## config.mk

```make
export PLATFORM = sky130hd
export DESIGN_NAME = tt_sweeper_flat
export DESIGN_NICKNAME = d
export VERILOG_FILES = /design/src/rtl/tt_sweeper_if.sv /design/src/rtl/tt_sweeper.sv /design/src/flat_wrapper.sv
export SDC_FILE = /design/constraint.sdc
export NUM_CORES = 1
export LEC_CHECK = 0
export BUFFER_PORTS_ARGS = -buffer_cell sky130_fd_sc_hd__buf_2
export CELL_PAD_IN_SITES_DETAIL_PLACEMENT = 0
export CELL_PAD_IN_SITES_GLOBAL_PLACEMENT = 1
export CORE_MARGIN = 5
export CORE_UTILIZATION = 43
export DETAILED_ROUTE_END_ITERATION = 10
export HOLD_SLACK_MARGIN = 0.08
export PLACE_DENSITY_LB_ADDON = 0.1
export SLEW_MARGIN = 20
export SYNTH_ARGS = -nofsm -noshare
export SYNTH_HDL_FRONTEND = slang
export SYNTH_SLANG_ARGS = --single-unit
export TNS_END_PERCENT = 20
```

## constraint.sdc

```tcl
create_clock -name clk -period 3.4 [get_ports clk]
set_input_delay 0.51 -clock clk [delete_from_list [all_inputs] [get_ports clk]]
set_output_delay 0.51 -clock clk [all_outputs]
set_load 0.05 [all_outputs]
```

## src/rtl/tt_sweeper_if.sv

```systemverilog
// Bundle of the sweep request, the FUT probe pair and the truth-table results.
// The tester side is master; the sweeper is slave.
interface tt_sweeper_if #(parameter int NIN = 7);
  localparam int W = 1 << NIN;

  logic           start;
  logic [W-1:0]   exp_tt;
  logic           f_in;
  logic [NIN-1:0] x;
  logic           busy;
  logic           done;
  logic [W-1:0]   tt;
  logic [NIN:0]   ones;
  logic           match;

  modport master (output start, exp_tt, f_in, input x, busy, done, tt, ones, match);
  modport slave  (input start, exp_tt, f_in, output x, busy, done, tt, ones, match);
endinterface

```

## src/rtl/tt_sweeper.sv

```systemverilog
// Drives every input vector onto a function-under-test and assembles its
// truth table, minterm count and a compare against an expected table.
//
// state | meaning
// IDLE  | waiting for start; results and x hold
// SWEEP | x steps 0 .. 2^NIN-1, one vector per cycle
// DRAIN | x holds the last vector while LAT samples are still in flight
// DONE  | table complete; match and the done pulse are produced on its edge
module tt_sweeper #(
  parameter int NIN = 7,
  parameter int LAT = 0
) (
  input  logic         clk,
  input  logic         rst_n,
  tt_sweeper_if.slave  bus
);
  localparam int W  = 1 << NIN;
  localparam int DW = (LAT > 1) ? $clog2(LAT) : 1;
  localparam logic [DW-1:0] DRAIN_LOAD = DW'((LAT > 0) ? LAT - 1 : 0);

  typedef enum logic [1:0] {IDLE, SWEEP, DRAIN, DONE} state_t;

  state_t         state, state_n;
  logic [NIN-1:0] x_q;
  logic [W-1:0]   tt_q;
  logic [W-1:0]   exp_q;
  logic [NIN:0]   ones_q;
  logic           done_q;
  logic           match_q;
  logic [DW-1:0]  drain_cnt;
  logic           last_vec;
  logic           samp_v;
  logic [NIN-1:0] samp_idx;

  assign last_vec = (x_q == {NIN{1'b1}});

  // Each vector index travels alongside the FUT pipeline so the sample lands
  // in the right table bit.
  generate
    if (LAT == 0) begin : g_comb
      assign samp_v   = (state == SWEEP);
      assign samp_idx = x_q;
    end else begin : g_pipe
      logic [LAT-1:0] pv;
      logic [NIN-1:0] pidx [LAT];

      always_ff @(posedge clk) begin
        if (!rst_n) begin
          pv <= '0;
          for (int i = 0; i < LAT; i++) pidx[i] <= '0;
        end else begin
          pv[0]   <= (state == SWEEP);
          pidx[0] <= x_q;
          for (int i = 1; i < LAT; i++) begin
            pv[i]   <= pv[i-1];
            pidx[i] <= pidx[i-1];
          end
        end
      end

      assign samp_v   = pv[LAT-1];
      assign samp_idx = pidx[LAT-1];
    end
  endgenerate

  always_comb begin
    state_n = state;
    case (state)
      IDLE:    if (bus.start) state_n = SWEEP;
      SWEEP:   if (last_vec) state_n = (LAT > 0) ? DRAIN : DONE;
      DRAIN:   if (drain_cnt == '0) state_n = DONE;
      DONE:    state_n = IDLE;
      default: state_n = IDLE;
    endcase
  end

  always_ff @(posedge clk) begin
    if (!rst_n) begin
      state     <= IDLE;
      x_q       <= '0;
      tt_q      <= '0;
      exp_q     <= '0;
      ones_q    <= '0;
      done_q    <= 1'b0;
      match_q   <= 1'b0;
      drain_cnt <= '0;
    end else begin
      state  <= state_n;
      done_q <= (state == DONE);
      if (state == IDLE && bus.start) begin
        x_q     <= '0;
        tt_q    <= '0;
        ones_q  <= '0;
        match_q <= 1'b0;
        exp_q   <= bus.exp_tt;
      end else begin
        if (state == SWEEP && !last_vec) x_q <= x_q + 1'b1;
        if (state == SWEEP && last_vec) drain_cnt <= DRAIN_LOAD;
        else if (state == DRAIN) drain_cnt <= drain_cnt - 1'b1;
        if (samp_v) begin
          tt_q[samp_idx] <= bus.f_in;
          if (bus.f_in) ones_q <= ones_q + 1'b1;
        end
        if (state == DONE) match_q <= (tt_q == exp_q);
      end
    end
  end

  // done is registered from DONE, so it trails the final sample by one edge.
  assign bus.x     = x_q;
  assign bus.busy  = (state != IDLE);
  assign bus.done  = done_q;
  assign bus.tt    = tt_q;
  assign bus.ones  = ones_q;
  assign bus.match = match_q;
endmodule

```

## src/flat_wrapper.sv

```systemverilog
// flat-port wrapper written by rule: the top's interface ports become plain ports
module tt_sweeper_flat 
#(
  parameter int NIN = 7,
  parameter int LAT = 0
)
  (clk, rst_n, bus_start, bus_exp_tt, bus_f_in, bus_x, bus_busy, bus_done, bus_tt, bus_ones, bus_match);
  tt_sweeper_if #(.NIN(NIN)) bus_i ();
  input  logic clk;
  input  logic rst_n;
  input wire logic [$bits(bus_i.start)-1:0] bus_start;
  input wire logic [$bits(bus_i.exp_tt)-1:0] bus_exp_tt;
  input wire logic [$bits(bus_i.f_in)-1:0] bus_f_in;
  output wire logic [$bits(bus_i.x)-1:0] bus_x;
  output wire logic [$bits(bus_i.busy)-1:0] bus_busy;
  output wire logic [$bits(bus_i.done)-1:0] bus_done;
  output wire logic [$bits(bus_i.tt)-1:0] bus_tt;
  output wire logic [$bits(bus_i.ones)-1:0] bus_ones;
  output wire logic [$bits(bus_i.match)-1:0] bus_match;
  assign bus_i.start = bus_start;
  assign bus_i.exp_tt = bus_exp_tt;
  assign bus_i.f_in = bus_f_in;
  assign bus_x = bus_i.x;
  assign bus_busy = bus_i.busy;
  assign bus_done = bus_i.done;
  assign bus_tt = bus_i.tt;
  assign bus_ones = bus_i.ones;
  assign bus_match = bus_i.match;
  tt_sweeper #(.NIN(NIN), .LAT(LAT)) u_core (.clk(clk), .rst_n(rst_n), .bus(bus_i));
endmodule
```

# == Yosys cells after proc, flatten, opt, wreduce, memory -nomap -nowiden ==
# Cells that the tools add are included.
# Widths: inputs -> output; s select.
# word_totals
wordCells,44
out_inout_bits,146
reg_bits,276
input_bits,132
# classes
n_reduce_logical,12
addsub,3
magnitude_cmp,2
eq_ne,8
n_mux,9
n_bitwise,2
# ops
op,n
$bwmux 128,1
$eq 128x128->1,1
$add 8x1->8 const B,1
$lt 7x8->1 const B,1
$pmux 2 s4,1
$add 7x1->7 const B,1
$demux 1 s7,1
$eq 7x7->1 const B,1
$ge 7x1->1 const B,1
$mux 2,3
$eq 2x2->1 const B,2
$logic_and 1x1->1,4
$ne 2x2->1 const B,2
$reduce_and 2->1,2
$reduce_bool 2->1,2
$mux 1,3
$reduce_and 3->1,1
$eq 2x1->1 const B,1
$logic_not 2->1,1
$ne 2x1->1 const B,1
$not 1->1,2
$reduce_or 2->1,1
$logic_not 1->1,1
$sub 1x1->1 const B,1

# == Logic depth before layout (Yosys ltp) ==
# Gate-level depths: netlist of the first run.
# depth
ltp_word,5
depth_mapped,8
mapped_depth_nobuf,8

# == Worst setup path before layout of the first run ==
# Ideal clock, no wire load.
# synth_path
path_type,flip-flop to flip-flop
start,reg u_core.x_q[3] (netlist: u_core.bus.x[3])
end,reg u_core.state[0]
t_required_ps,3285
stages_incl_launch_ff,9
slack_ps,1264
setup_ps,115
path_buffers,2
arrival_time_ps,2021
synth_period_minus_slack_ps,2136
cell_sequence,dfxtp_1 buf_2 and4_1 buf_4 and3_4 nor2b_2 a221o_2 mux2i_1 and2_1
# synth_between
elab_chain_len,3
# synth_rtl
item,line,rtl
"start, declared",tt_sweeper.sv:24,logic [NIN-1:0] x_q;
"start signal, assigned",tt_sweeper.sv:97,if (state == SWEEP && !last_vec) x_q <= x_q + 1'b1;
$eq 7x7->1,tt_sweeper.sv:35,assign last_vec = (x_q == {NIN{1'b1}});
$ne 2x1->1 (no line),-,
$reduce_and 3->1 (no line),-,
"end signal, assigned",tt_sweeper.sv:88,state <= state_n;
"end, declared",tt_sweeper.sv:23,"state_t state, state_n;"
# Every way passes these cells.
# A chain may end at the register's enable or synchronous reset.

# == Final worst setup path of the first run ==
# layout_path
start,reg u_core.state[1]
end,reg u_core.tt_q[100] (netlist: u_core.bus.tt[100])
# layout_between
elab_chain_len,3
elab_cells_between_ends,4
classes_between,eq/ne: 1; reduce/logical: 3
# layout_rtl
item,line,rtl
$logic_not 2->1,tt_sweeper.sv:90,if (state == IDLE && bus.start) begin
$logic_and 1x1->1,tt_sweeper.sv:90,
$reduce_or 2->1 (no line),-,
"end signal, assigned by index",tt_sweeper.sv:101,tt_q[samp_idx] <= bus.f_in;
"end, declared",tt_sweeper.sv:25,logic [W-1:0] tt_q;
# Parallel ways exist; a longest one is shown, timed or not.

==> metrics, run 1 <==
status=finished clean; Buf/Inv on CP=2; Slowest-stage cell, CP=nor3_2; Comb power frac=19.2%; post-DP HPWL=35,300 um; top-count cell post-synth=nand2_1; Slew Limit Fails=0; Hold WC Path Type=in -> reg; I/O pin total=278; Die Y=178 um; CP Launch Type=register; Achievable Freq=0.397 GHz; synth cell count leaders=nand2_1, dfxtp_1, nand3_1; Clock Power Share=39.7%; final instance area=15,000 um2; VDD IR max=0.369 mV; Post-synth top flop=dfxtp_1; Seq/Total Area, Yosys=45.4%; synthesized area per cell=8.06 um2; Final Skew=0.0130 ns; die width=178 um; CP Capture Type=register; Final Wtd Congestion=0.953; layout cells sized above 1=20.7%; dpl cell area=13,900 um2; Switching Share=31.1%; total track usage=29.5%; Initial DRC Count=1,325; slew margin rel.=27.4%; cell count after synthesis=1,509; critical path cell sequence=inv_1, ha_1, nand2_1, nor3_2, buf_4, nand3_1, a21oi_1; Req. time, crit path=3.87 ns; Worst-Margin Slew=1.08 ns; final wirelength=48,300 um; first-pass GRT wire length=71,000 um; Starting Density=43.7%; Seq cells post-synth=276; drt wl/cell=22.5 um; PD cells=607 nW/um2; Synth Cell Area=12,200 um2; via count=11,900; post-layout util=53.7%; Via-to-Cell Ratio=5.53; cell taking the most area after synthesis=dfxtp_1; # Max-Cap Violations=0; Yosys warning total=0; CTS Buf Count=30; ys async rst share=0%; die area=31,700 um2; post-layout minimum cycle time=2.52 ns; vias in the first global route=11,200; initial antenna violation count=0; Post-DRT Antenna Nets=0; Post-Syn Nets=1,648; Setup Buffers After CTS=0; GRT overflow=0; Hold WS=0.193 ns; cts hold-fix bufs=0; CTS max path bufs=3; synth top area cells=dfxtp_1, nand2_1, a21boi_0; final hold viol count=0; clk slew on worst S/H paths=0.06 ns; CP Class=reg -> reg; clock sinks=276; Worst-Skew Late Latency=0.56 ns; setup tns final=0 ns; WP data arrival=3.00 ns; fillers=2,745; NetSw=2.83 mW; sequential share of power=41.1%; post-cts sizing count=0; CORE AREA=27,900 um2; first drt pass iteration count=5; internal power=6.26 mW; synth unique cells=44; RSZ-0062 raised after global routing=no; leak pwr=5.89 nW; Post-synth EDFFs=0; CTS tree=built; DRC=0; Yosys top cell area share=45.4%; H-tree depth=1; P&R area growth vs syn=23.0%; Core Rows=61; Clock Root Buffer=clkbuf_16; largest net degree at the start of global routing=130; CP max FO=15; setup violators final=0; Critical Path Max Stage Delay=0.70 ns; fin crit share=74.2%; Final #Nets=1,882; family with the most delay on the worst path=simple AND/OR/NAND/NOR gates; port bufs=277
[flip-flops by register name (all words and copies together), names as in the netlist]
name	cells
u_core.bus.done	1
u_core.bus.match	1
u_core.bus.ones	8
u_core.bus.tt	128
u_core.bus.x	7
u_core.drain_cnt	1
u_core.exp_q	128
u_core.state	2
[power groups by stage]
| stage | Clock (mW) | Combinational (mW) | Sequential (mW) |
|---|---|---|---|
| floorplan | 0 | 1.11 | 3.73 |
| finish | 3.61 | 1.75 | 3.73 |
| detailed placement | 0 | 1.74 | 3.79 |
| CTS | 3.64 | 1.75 | 3.72 |
| global placement | 0 | 1.72 | 3.79 |
| global route | 3.76 | 1.91 | 3.76 |
[layer usage]
metal  global-route usage, %  wire (um)  vias up
li1                        -          -     5661
met1                    41.2      20800     5575
met2                    45.7      21400      546
met3                    5.11       3890       89
met4                    11.3       2120        0
met5                       0          0        -
[cell type report]
type | instances | area, um2 | share of cell area (%)
repair buffers | 302 | 1590 | 10.6
inverters | 41 | 154 | 1.03
flip-flops and latches | 276 | 5530 | 36.9
well taps | 378 | 473 | 3.16
clock buffers | 39 | 856 | 5.72
multi-input cells | 1092 | 6110 | 40.9
diodes | 1 | 2.50 | 0.0167
clock inverters | 17 | 241 | 1.61
[per-stage QoR]
stage | std cells | setup WS (ns) | power, mW
6_report | 2146 | 0.878 | 9.08
5_1_grt | 2145 | 0.732 | 9.43
4_1_cts | 2145 | 0.928 | 9.11
3_5_place_dp | 2089 | 0.948 | 5.53
3_3_place_gp | 2089 | 0.997 | 5.50
2_1_floorplan | 1509 | 1.26 | 4.84
[worst register-to-register path: cells and delay by family (launching register included)]
kind            cells  cell delay, ns
simple gates        3            1.02
fa+ha+maj           1            0.49
buf+inv             2            0.42
flops               1            0.35
compound gates      1            0.15
[worst paths after layout]
path | start | endpoint | slack [ns] | cells after the start
setup / recovery | u_core.state[1] | u_core.bus.tt[100] | 0.88 | 7
hold / removal | bus_exp_tt[21] | u_core.exp_q[21] | 0.19 | 3
setup reg to reg | u_core.state[1] | u_core.bus.tt[100] | 0.88 | 7
hold reg to reg | u_core.exp_q[113] | u_core.exp_q[113] | 0.47 | 2
[placed cells by master, fill, tap and decap left out, types with 2 or more instances in the layout]
cell type / instances
nand4_1: 22
a21oi_1: 131
a21boi_0: 129
buf_2: 275
and2_1: 2
nand2_4: 2
o2111ai_1: 4
inv_1: 41
o22ai_1: 11
clkbuf_8: 5
nor2_1: 37
a2111o_1: 2
nand3_1: 145
nor3_1: 7
a22o_1: 3
a2111oi_0: 4
nand2b_1: 18
buf_4: 26
xor2_1: 38
nor3_2: 3
nor2b_1: 17
nor4_1: 14
o2bb2ai_1: 5
clkinv_2: 9
clkbuf_1: 3
dfxtp_1: 276
ha_1: 7
mux2i_1: 3
clkbuf_16: 31
a221oi_1: 3
xnor2_1: 60
nand2_1: 278
bufinv_16: 6
o21ai_0: 131
[logic make-up (layout without fill, tap and decap cells)]
| kind of cell | count (synthesis) | in the layout | synth area share [%] |
|---|---|---|---|
| adders and majority gates | 7 | 7 | 0.720 |
| other | 0 | 1 | 0 |
| AOI/OAI and AO/OA | 428 | 428 | 21.3 |
| xor gates and xnor gates | 98 | 98 | 7.06 |
| muxes | 3 | 3 | 0.247 |
| and+or+nand+nor | 556 | 556 | 20.7 |
| DFF | 276 | 276 | 45.4 |
| buffers and inverters | 141 | 399 | 4.53 |
Note: power is estimated with default switching activity, not from simulation.
==> run 2, diff against run 1 <==
--- a/config.mk
+++ b/config.mk
@@ -9,7 +9,7 @@
 export CELL_PAD_IN_SITES_DETAIL_PLACEMENT = 0
 export CELL_PAD_IN_SITES_GLOBAL_PLACEMENT = 1
 export CORE_MARGIN = 5
-export CORE_UTILIZATION = 43
+export CORE_UTILIZATION = 36
 export DETAILED_ROUTE_END_ITERATION = 10
 export HOLD_SLACK_MARGIN = 0.08
 export PLACE_DENSITY_LB_ADDON = 0.1
==> constraint.sdc (replaced) <==
create_clock -name clk -period 2.3 [get_ports clk]
set_input_delay 0.345 -clock clk [delete_from_list [all_inputs] [get_ports clk]]
set_output_delay 0.345 -clock clk [all_outputs]
set_load 0.05 [all_outputs]
==> metrics, run 2 (synthesized netlist as in run 1, its figures left out) <==
status=finished clean; post-layout minimum cycle time=2.12 ns; vias in the first global route=12,100 (+8.0%); P&R area growth vs syn=35.7%; Achievable Freq=0.471 GHz; CORE AREA=33,400 um2 (+20%); Core Rows=67 (+9.8%); DR top layer=met4; Comb power frac=23.1% (+3.9 points); Metal-1 WL=24,400 um (+17%); NetSw=4.29 mW (+52%); R2R Path End=u_core.bus.match; R2R Setup Slk=0.21 ns (-0.67 ns); Post-DRT Antenna Nets=0 (unchanged); clk slew on worst S/H paths=0.06 ns (about the same); Worst-Margin Slew=0.829 ns (-0.253 ns); leak pwr=6.57 nW (+12%); CP Capture Type=output pin; first-pass GRT wire length=80,800 um (+14%); Hold WC Path Type=in -> reg; Die Y=194 um (+8.8%); CP Class=reg -> out; drt wl/cell=22.8 um (+1.5%); RSZ-0062 raised after global routing=no; Clock Root Buffer=clkbuf_16; commonest non-fill, non-tap cell in the layout=nand2_1; final wirelength=54,300 um (+12%); Starting Density=36.4% (-7.3 points); die width=194 um (+8.8%); I/O pin total=278 (unchanged); CTS tree=built; hold path startpoint=bus_exp_tt[85]; sequential share of power=41.9% (+0.8 points); CP max FO=4 (-11); layout cells sized above 1=21.0% (+0.24 points); die area=37,600 um2 (+18%); total track usage=27.7% (-1.8 points); DRC=0 (unchanged); GRT overflow=0 (unchanged); setup violators final=0 (unchanged); # Max-Cap Violations=0 (unchanged); via count=12,500 (+5.0%); Clock Power Share=35.0% (-4.7 points); WP data arrival=1.78 ns (-1.22 ns); largest net degree at the start of global routing=145 (+12%); WHS Endpoint=u_core.exp_q[85]; highest-count cells in the layout ignoring fill and taps=nand2_1, dfxtp_1, buf_2; FF-to-FF Start=u_core.bus.tt[73]; VDD IR max=0.602 mV (+63%); Hold WS=0.108 ns (-0.0857 ns); worst hold path depth=3 (unchanged); Setup WS pre-CTS=-0.197 ns (-1.14 ns); final hold viol count=0 (unchanged); Worst-Skew Late Latency=0.57 ns (about the same); clock sinks=276 (unchanged); Reg2Reg Depth=6 (-1); Power Total=13.2 mW (+45%); Slew Limit Fails=0 (unchanged); Initial DRC Count=1,027 (-22%); CTS max path bufs=3 (unchanged); first drt pass iteration count=7 (+2); dpl cell area=14,400 um2 (+3.9%); PD cells=799 nW/um2 (+32%); port bufs=277 (unchanged); H-tree depth=1 (unchanged); met3 routed WL=3460 um (-11%); setup tns final=0 ns (unchanged); Final Wtd Congestion=0.920 (-3.4%); CTS Buf Count=31 (+3.3%); Via-to-Cell Ratio=5.24 (-5.2%); initial antenna violation count=2 (+2); CP Launch Type=register; fin crit share=92.3%; Final Skew=0.00575 ns (-0.00722 ns); slew margin rel.=44.8% (+17 points); Req. time, crit path=1.96 ns (-1.91 ns); PnR worst setup slack=0.177 ns (-0.701 ns); met2 WL=24,600 um (+15%); post-DP HPWL=38,800 um (+10%); Switching Share=32.6% (+1.5 points); Final #Nets=2,050 (+8.9%); final instance area=16,500 um2 (+10%); internal power=8.89 mW (+42%)
run 2: worst max path at each step:
stage	startpoint	to	slack [ns]	cells past startpoint
2_1_floorplan	u_core.bus.x[3]	u_core.state[0]	0.16	8
3_3_place_gp	u_core.bus.tt[73]	u_core.bus.match	-0.16	6
4_1_cts	u_core.state[0]	bus_busy	0.13	4
3_5_place_dp	u_core.bus.tt[73]	u_core.bus.match	-0.20	6
5_1_grt	u_core.state[0]	bus_busy	0.09	4
6_report	u_core.state[0]	bus_busy	0.18	4
run 2: layout make-up:
class	count	area, um2
inverters	41	154
well taps	448	561
clock buffers	45	888
multi-input cells	1092	6110
flip-flops and latches	276	5530
repair buffers	469	3230
diodes	1	2.50
clock inverters	5	28.8
fillers	3369	16900
run 2: through the flow:
step                      utilization, %  instances
final                               49.3       2377
after global routing                49.3       2376
after global placement              43.0       2208
after CTS                           49.3       2376
after detailed placement            43.0       2208
after floorplan                        -       1509
run 2: timing repair:
action                                 CTS  global route
hold buffers                           118             0
setup endpoints to repair                1             0
endpoints found under the hold margin  118             0
buffers inserted                         0             0
resized for setup                        2             0
run 2: power groups by stage:
| stage | Clock [mW] | Sequential (mW) | Combinational (mW) |
|---|---|---|---|
| 3_3_place_gp | 0 | 5.60 | 2.90 |
| 5_1_grt | 4.88 | 5.56 | 3.32 |
| 2_1_floorplan | 0 | 5.51 | 1.65 |
| 6_report | 4.61 | 5.52 | 3.05 |
| 3_5_place_dp | 0 | 5.61 | 2.90 |
| 4_1_cts | 4.69 | 5.51 | 3.07 |
run 2: worst max-delay path, stage by stage, from the launching register on:
cell	delay (ns)
dfxtp_1	0.39
inv_1	0.10
ha_1	0.26
inv_1	0.16
buf_2	0.30
run 2: metal layers:
layer,vias to the layer above,GRT usage [%]
li1,5982,-
met1,5938,38.3
met2,462,44.8
met3,79,4.47
met4,0,8.39
met5,-,0
